$ cat config.mk
export PLATFORM = sky130hd
export DESIGN_NAME = imem_loader
export DESIGN_NICKNAME = d
export VERILOG_FILES = /design/src/rtl/imem_loader_pkg.sv /design/src/rtl/imem_loader.sv
export SDC_FILE = /design/constraint.sdc
export NUM_CORES = 1
export LEC_CHECK = 0
export BUFFER_PORTS_ARGS = -buffer_cell sky130_fd_sc_hd__buf_2
export CORE_MARGIN = 3
export CORE_UTILIZATION = 45
export DETAILED_ROUTE_END_ITERATION = 8
export PLACE_DENSITY = 0.74
export SKIP_CTS_REPAIR_TIMING = 1
export SLEW_MARGIN = 5
export SYNTH_ARGS = -nofsm -noshare
export SYNTH_HDL_FRONTEND = slang
export SYNTH_SLANG_ARGS = --single-unit
$ cat constraint.sdc
create_clock -name CLK -period 3.15 [get_ports CLK]
set_input_delay 0.63 -clock CLK [delete_from_list [all_inputs] [get_ports CLK]]
set_output_delay 0.63 -clock CLK [all_outputs]
set_load 0.02 [all_outputs]
$ cat src/rtl/imem_loader_pkg.sv
// Shared definitions for the instruction-memory loader and the fetch stage.
package imem_loader_pkg;

  localparam int unsigned INSN_W = 16;
  localparam logic [7:0] SYNC_BYTE_DEFAULT = 8'hA5;

  typedef enum logic [2:0] {
    WAIT_SYNC = 3'd0,
    LEN_HI    = 3'd1,
    LEN_LO    = 3'd2,
    DATA_HI   = 3'd3,
    DATA_LO   = 3'd4,
    CSUM      = 3'd5,
    DONE      = 3'd6,
    ERR       = 3'd7
  } loader_state_t;

  // Running frame checksum: XOR of every byte following the sync marker.
  function automatic logic [7:0] csum_step(input logic [7:0] csum, input logic [7:0] data);
    return csum ^ data;
  endfunction

endpackage

$ cat src/rtl/imem_loader.sv
// Assembles a framed byte stream into 16-bit words, writes them into instruction
// memory from address 0 and holds the CPU in reset until a frame checks out.
module imem_loader
  import imem_loader_pkg::*;
#(
  parameter int unsigned ADDR_W    = 8,
  parameter logic [7:0]  SYNC_BYTE = SYNC_BYTE_DEFAULT
) (
  input  logic              CLK,
  input  logic              rst,
  input  logic [7:0]        rx_data,
  input  logic              rx_valid,
  output logic              rx_ready,
  output logic              imem_we,
  output logic [ADDR_W-1:0] imem_addr,
  output logic [INSN_W-1:0] imem_wdata,
  output logic              cpu_rst,
  output logic              load_done,
  output logic              load_err,
  output logic [ADDR_W:0]   words_loaded
);

  localparam logic [2:0] ST_WAIT_SYNC = WAIT_SYNC;
  localparam logic [2:0] ST_LEN_HI    = LEN_HI;
  localparam logic [2:0] ST_LEN_LO    = LEN_LO;
  localparam logic [2:0] ST_DATA_HI   = DATA_HI;
  localparam logic [2:0] ST_DATA_LO   = DATA_LO;
  localparam logic [2:0] ST_CSUM      = CSUM;
  localparam logic [2:0] ST_DONE      = DONE;
  localparam logic [2:0] ST_ERR       = ERR;

  localparam logic [16:0]       DEPTH_LEN = 17'(1) << ADDR_W;
  localparam logic [ADDR_W-1:0] ADDR_ONE  = ADDR_W'(1);
  localparam logic [ADDR_W:0]   WORDS_ONE = (ADDR_W + 1)'(1);

  logic [2:0]        state_r, state_nxt_s;
  logic [15:0]       len_r, len_nxt_s;
  logic [15:0]       len_in_s;
  logic [7:0]        hi_r, hi_nxt_s;
  logic [7:0]        csum_r, csum_nxt_s;
  logic [ADDR_W-1:0] addr_r, addr_nxt_s;
  logic [ADDR_W:0]   words_r, words_nxt_s;
  logic              we_r, we_nxt_s;
  logic [INSN_W-1:0] wdata_r, wdata_nxt_s;
  logic              ready_r;
  logic              cpu_rst_r, done_r, err_r;
  logic              take_s;
  logic              last_word_s;

  assign take_s      = rx_valid && ready_r;
  assign len_in_s    = {len_r[15:8], rx_data};
  assign last_word_s = ((17'(words_r) + 17'd1) == {1'b0, len_r});

  // Next-state and datapath decode, advanced only on an accepted byte.
  always_comb begin
    state_nxt_s = state_r;
    len_nxt_s   = len_r;
    hi_nxt_s    = hi_r;
    csum_nxt_s  = csum_r;
    addr_nxt_s  = addr_r;
    words_nxt_s = words_r;
    we_nxt_s    = 1'b0;
    wdata_nxt_s = wdata_r;

    // Address and count step once the write pulse has been presented.
    if (we_r) begin
      addr_nxt_s  = addr_r + ADDR_ONE;
      words_nxt_s = words_r + WORDS_ONE;
    end else begin
      addr_nxt_s  = addr_r;
      words_nxt_s = words_r;
    end

    if (take_s) begin
      case (state_r)
        ST_WAIT_SYNC, ST_DONE, ST_ERR: begin
          if (rx_data == SYNC_BYTE) begin
            state_nxt_s = ST_LEN_HI;
            csum_nxt_s  = 8'h00;
            addr_nxt_s  = '0;
            words_nxt_s = '0;
          end else begin
            state_nxt_s = state_r;
          end
        end
        ST_LEN_HI: begin
          len_nxt_s   = {rx_data, len_r[7:0]};
          csum_nxt_s  = csum_step(csum_r, rx_data);
          state_nxt_s = ST_LEN_LO;
        end
        ST_LEN_LO: begin
          len_nxt_s  = len_in_s;
          csum_nxt_s = csum_step(csum_r, rx_data);
          if ({1'b0, len_in_s} > DEPTH_LEN) begin
            state_nxt_s = ST_ERR;
          end else if (len_in_s == 16'd0) begin
            state_nxt_s = ST_CSUM;
          end else begin
            state_nxt_s = ST_DATA_HI;
          end
        end
        ST_DATA_HI: begin
          hi_nxt_s    = rx_data;
          csum_nxt_s  = csum_step(csum_r, rx_data);
          state_nxt_s = ST_DATA_LO;
        end
        ST_DATA_LO: begin
          csum_nxt_s  = csum_step(csum_r, rx_data);
          we_nxt_s    = 1'b1;
          wdata_nxt_s = {hi_r, rx_data};
          if (last_word_s) begin
            state_nxt_s = ST_CSUM;
          end else begin
            state_nxt_s = ST_DATA_HI;
          end
        end
        ST_CSUM: begin
          if (rx_data == csum_r) begin
            state_nxt_s = ST_DONE;
          end else begin
            state_nxt_s = ST_ERR;
          end
        end
        default: begin
          state_nxt_s = ST_WAIT_SYNC;
        end
      endcase
    end else begin
      state_nxt_s = state_r;
    end
  end

  // State, datapath and status registers; status flags follow the next state.
  always_ff @(posedge CLK) begin
    if (rst) begin
      state_r   <= ST_WAIT_SYNC;
      len_r     <= 16'h0000;
      hi_r      <= 8'h00;
      csum_r    <= 8'h00;
      addr_r    <= '0;
      words_r   <= '0;
      we_r      <= 1'b0;
      wdata_r   <= '0;
      ready_r   <= 1'b1;
      cpu_rst_r <= 1'b1;
      done_r    <= 1'b0;
      err_r     <= 1'b0;
    end else begin
      state_r   <= state_nxt_s;
      len_r     <= len_nxt_s;
      hi_r      <= hi_nxt_s;
      csum_r    <= csum_nxt_s;
      addr_r    <= addr_nxt_s;
      words_r   <= words_nxt_s;
      we_r      <= we_nxt_s;
      wdata_r   <= wdata_nxt_s;
      ready_r   <= 1'b1;
      cpu_rst_r <= (state_nxt_s != ST_DONE);
      done_r    <= (state_nxt_s == ST_DONE);
      err_r     <= (state_nxt_s == ST_ERR);
    end
  end

  assign rx_ready     = ready_r;
  assign imem_we      = we_r;
  assign imem_addr    = addr_r;
  assign imem_wdata   = wdata_r;
  assign cpu_rst      = cpu_rst_r;
  assign load_done    = done_r;
  assign load_err     = err_r;
  assign words_loaded = words_r;

endmodule

==> flow_summary.yaml <==
cts:
  clock_sinks: 72
  cts_tree: "yes"
  htree_levels: 3
  cts-root-buf: "clkbuf_8"
  cts.clk_slew.worst_paths_ns: 0.08
  cts-buffers-inserted: 9
  cts_buffer_depth: 2
  clk_latency_ns: 0.35
synthesis:
  seq_area_frac_synth_pct: 42.7
  syn-num-nets: 438
  synth_edf_count: 0
  synth_cells: 425
  synth_top_cell_area_share_pct: 42.7
  ys_ff_latch: 72
  yosysMostFrequentCell: "nand2_1"
  synthDistinctLibCells: 50
  avgSynthCellArea_um2: 7.95
  yosys_warnings: 0
  synth_area_leaders: "dfxtp_1 (43%), nand2_1 (11%), a21oi_1 (6.7%)"
  synth.largest_area_cell: "dfxtp_1"
  synth_common_cells: "nand2_1 (102), dfxtp_1 (72), a21oi_1 (45)"
  synth_area_mm2: 0.00338
  ys.flop_type: "dfxtp_1"
  async_flop_share_pct: 0
place:
  numPortBuffers: 47
  place_ws_ns: 0.563
  dp_hpwl_um: 5260
  gp_congestion: 0.879
timing:
  setup_viol: 0
  slew_headroom_pct: 39.7
  fmax_mhz: 404
  rsz0062_at_grt: "no"
  fin_ws_ns: 0.673
  timing.final.crit_share_pct: 78.6
  fin_crit_ns: 2.48
  tightest_slew_ns: 0.897
  fin_skew_ns: 0.0130
  final.setup.tns_ns: 0
  hold_viol_final: 0
  slew_violations: 0
worst_setup_path:
  r2r-start: "words_loaded[0]$_SDFF_PP0_"
  cp_max_fo: 7
  timing.rr.end: "cpu_rst$_SDFF_PP1_"
  r2r_slack_ns: 0.67
  worstSetupPathType: "reg -> reg"
  worstPathCellList: "ha_1 -> nand2_1 -> o21a_1 -> o21a_1 -> o31a_1 -> or4_4 -> a21o_1"
  start_kind: "flop"
  r2r_cells: 7
  critPathCaptureType: "flop"
  critPathSlowestCell: "or4_4"
  slowest_delay_ns: 0.57
  critPathRequiredTime_ns: 3.39
  critPathArrivalTime_ns: 2.72
  cpMostUsedCell: "o21a_1"
global_routing:
  grt_max_degree: 52
  grt_pass1_wl_um: 13200
  grt_pass1_vias: 2760
  grt_use_total_pct: 19.0
  antenna_found_initial: 0
  grt.overflow.total: 0
layout:
  n_antenna_cell: 0
  fin_nets: 466
  area_growth_pct: 13.2
  post_route_cells_drive_above_1_share_pct: 17.5
drt:
  wl_per_cell_um: 14.0
  vias: 2975
  first_pass_iters: 5
  via_per_inst: 5.37
  wl_um: 7770
  drc_errors: 0
  drt-initial-drc-count: 155
  ant_nets: 0
floorplanning:
  ios: 49
  start_util_pct: 48.1
  die_area_mm2: 0.00858
  fp.dieH_um: 92.6
  dieWidth_um: 92.6
  core_area_mm2: 0.00702
  fp-row-count: 30
worst_hold_path:
  hold-path-cell-count: 2
  holdPathEnd: "imem_wdata[5]$_SDFFE_PP0P_"
  hp-class: "reg -> reg"
  min-delay-start: "imem_wdata[5]$_SDFFE_PP0P_"
run_status:
  status: "completed"
run:
  cap_violations: 0
power:
  p_per_area_mw_per_mm2: 466
  leakage_uw: 0.00142
  ir_worst_vdd_mv: 0.381
==> final cells by class <==
type | instances | area [µm²]
multi-input combinational | 318 | 1770
fill | 696 | 3200
tap | 96 | 120
clock inverter | 7 | 100
sequential | 72 | 1440
inverter | 3 | 11.3
timing repair buffer | 49 | 250
clock buffer | 9 | 124
==> registers in the layout, indices dropped and copies added, names as in the netlist <==
| name | count |
|---|---|
| load_done | 1 |
| imem_addr | 8 |
| imem_we | 1 |
| hi_r | 8 |
| state_r | 3 |
| imem_wdata | 16 |
| load_err | 1 |
| words_loaded | 9 |
| csum_r | 8 |
| cpu_rst | 1 |
| len_r | 16 |
==> power breakdown <==
group	total (µW)	switching (µW)	leakage (µW)	internal, µW
clock	818	364	0.000115	454
sequential	909	0.134	0.000580	909
combinational	54.0	39.8	0.000730	14.2
total	1780	404	0.00142	1380
==> placed cells by master, fill, tap and decap left out, drive strengths merged, types with 2 or more instances in the layout <==
| master | Yosys | routed |
|---|---|---|
| ha | 2 | 2 |
| nand4 | 6 | 6 |
| xnor2 | 21 | 21 |
| clkbuf | 25 | 9 |
| nor4b | 9 | 9 |
| inv | 3 | 6 |
| nor3 | 9 | 9 |
| bufinv | 0 | 2 |
| and3 | 3 | 3 |
| and2 | 3 | 3 |
| a211oi | 2 | 2 |
| or2 | 2 | 2 |
| a21oi | 45 | 45 |
| clkinv | 0 | 2 |
| buf | 7 | 49 |
| a21o | 3 | 3 |
| a31oi | 2 | 2 |
| nor2 | 35 | 35 |
| and4 | 3 | 3 |
| o2111ai | 2 | 2 |
| a31o | 8 | 8 |
| dfxtp | 72 | 72 |
| xor2 | 13 | 13 |
| nor4 | 6 | 6 |
| o21ai | 11 | 11 |
| nand2 | 102 | 102 |
| o21a | 2 | 2 |
| nand3 | 11 | 11 |
| mux2i | 2 | 2 |
==> cells by family after synthesis <==
| logic type | count (synthesis) | share of synthesized area (%) |
|---|---|---|
| adders and majority gates | 2 | 0.741 |
| muxes | 2 | 0.593 |
| AOI/OAI and AO/OA | 83 | 14.9 |
| and+or+nand+nor | 196 | 27.3 |
| DFF | 72 | 42.7 |
| other | 1 | 0.111 |
| buffers and inverters | 35 | 4.78 |
| xor gates and xnor gates | 34 | 8.82 |
==> critical path, delay by kind of cell, from the launching register on <==
| family | cells | cell delay (ns) |
|---|---|---|
| AO/OA/AOI/OAI | 4 | 0.87 |
| AND/OR/NAND/NOR | 2 | 0.70 |
| flip-flops | 1 | 0.50 |
| adder cells (fa/ha/maj) | 1 | 0.31 |
==> metrics by stage <==
| step | utilization, % | instance area (µm²) | instances | power [µW] | hold WS, ns |
|---|---|---|---|---|---|
| final | 54.4 | 3820 | 554 | 1780 | 0.459 |
| after global routing | 54.4 | 3820 | 554 | 1840 | 0.483 |
| after CTS | 54.4 | 3820 | 554 | 1800 | 0.460 |
| after detailed placement | 51.2 | 3600 | 538 | 985 | 0.446 |
| after global placement | 51.2 | 3600 | 538 | 984 | 0.440 |
| after floorplan | - | 3380 | 425 | 971 | 0.432 |
==> worst max-delay path by stage <==
stage | start | endpoint | slack (ns) | depth (start not counted)
2_1_floorplan | words_loaded[0]$_SDFF_PP0_ | cpu_rst$_SDFF_PP1_ | 0.78 | 7
4_1_cts | words_loaded[0]$_SDFF_PP0_ | cpu_rst$_SDFF_PP1_ | 0.69 | 7
5_1_grt | words_loaded[0]$_SDFF_PP0_ | load_err$_SDFF_PP0_ | 0.55 | 7
3_3_place_gp | rx_data[1] | csum_r[4]$_SDFFE_PP0P_ | 0.62 | 7
6_report | words_loaded[0]$_SDFF_PP0_ | cpu_rst$_SDFF_PP1_ | 0.67 | 7
3_5_place_dp | rx_data[1] | csum_r[4]$_SDFFE_PP0P_ | 0.56 | 7
==> metal layers <==
layer | wire length, µm | vias up | share of wire, % | GRT usage (%)
li1 | - | 1501 | - | -
met1 | 3680 | 1380 | 47 | 26.2
met2 | 3530 | 86 | 45 | 29.5
met3 | 476 | 8 | 6.1 | 5.12
met4 | 80 | 0 | 1.0 | 5.01
met5 | 0 | - | 0 | 0
(Power assumes the default switching activity.)
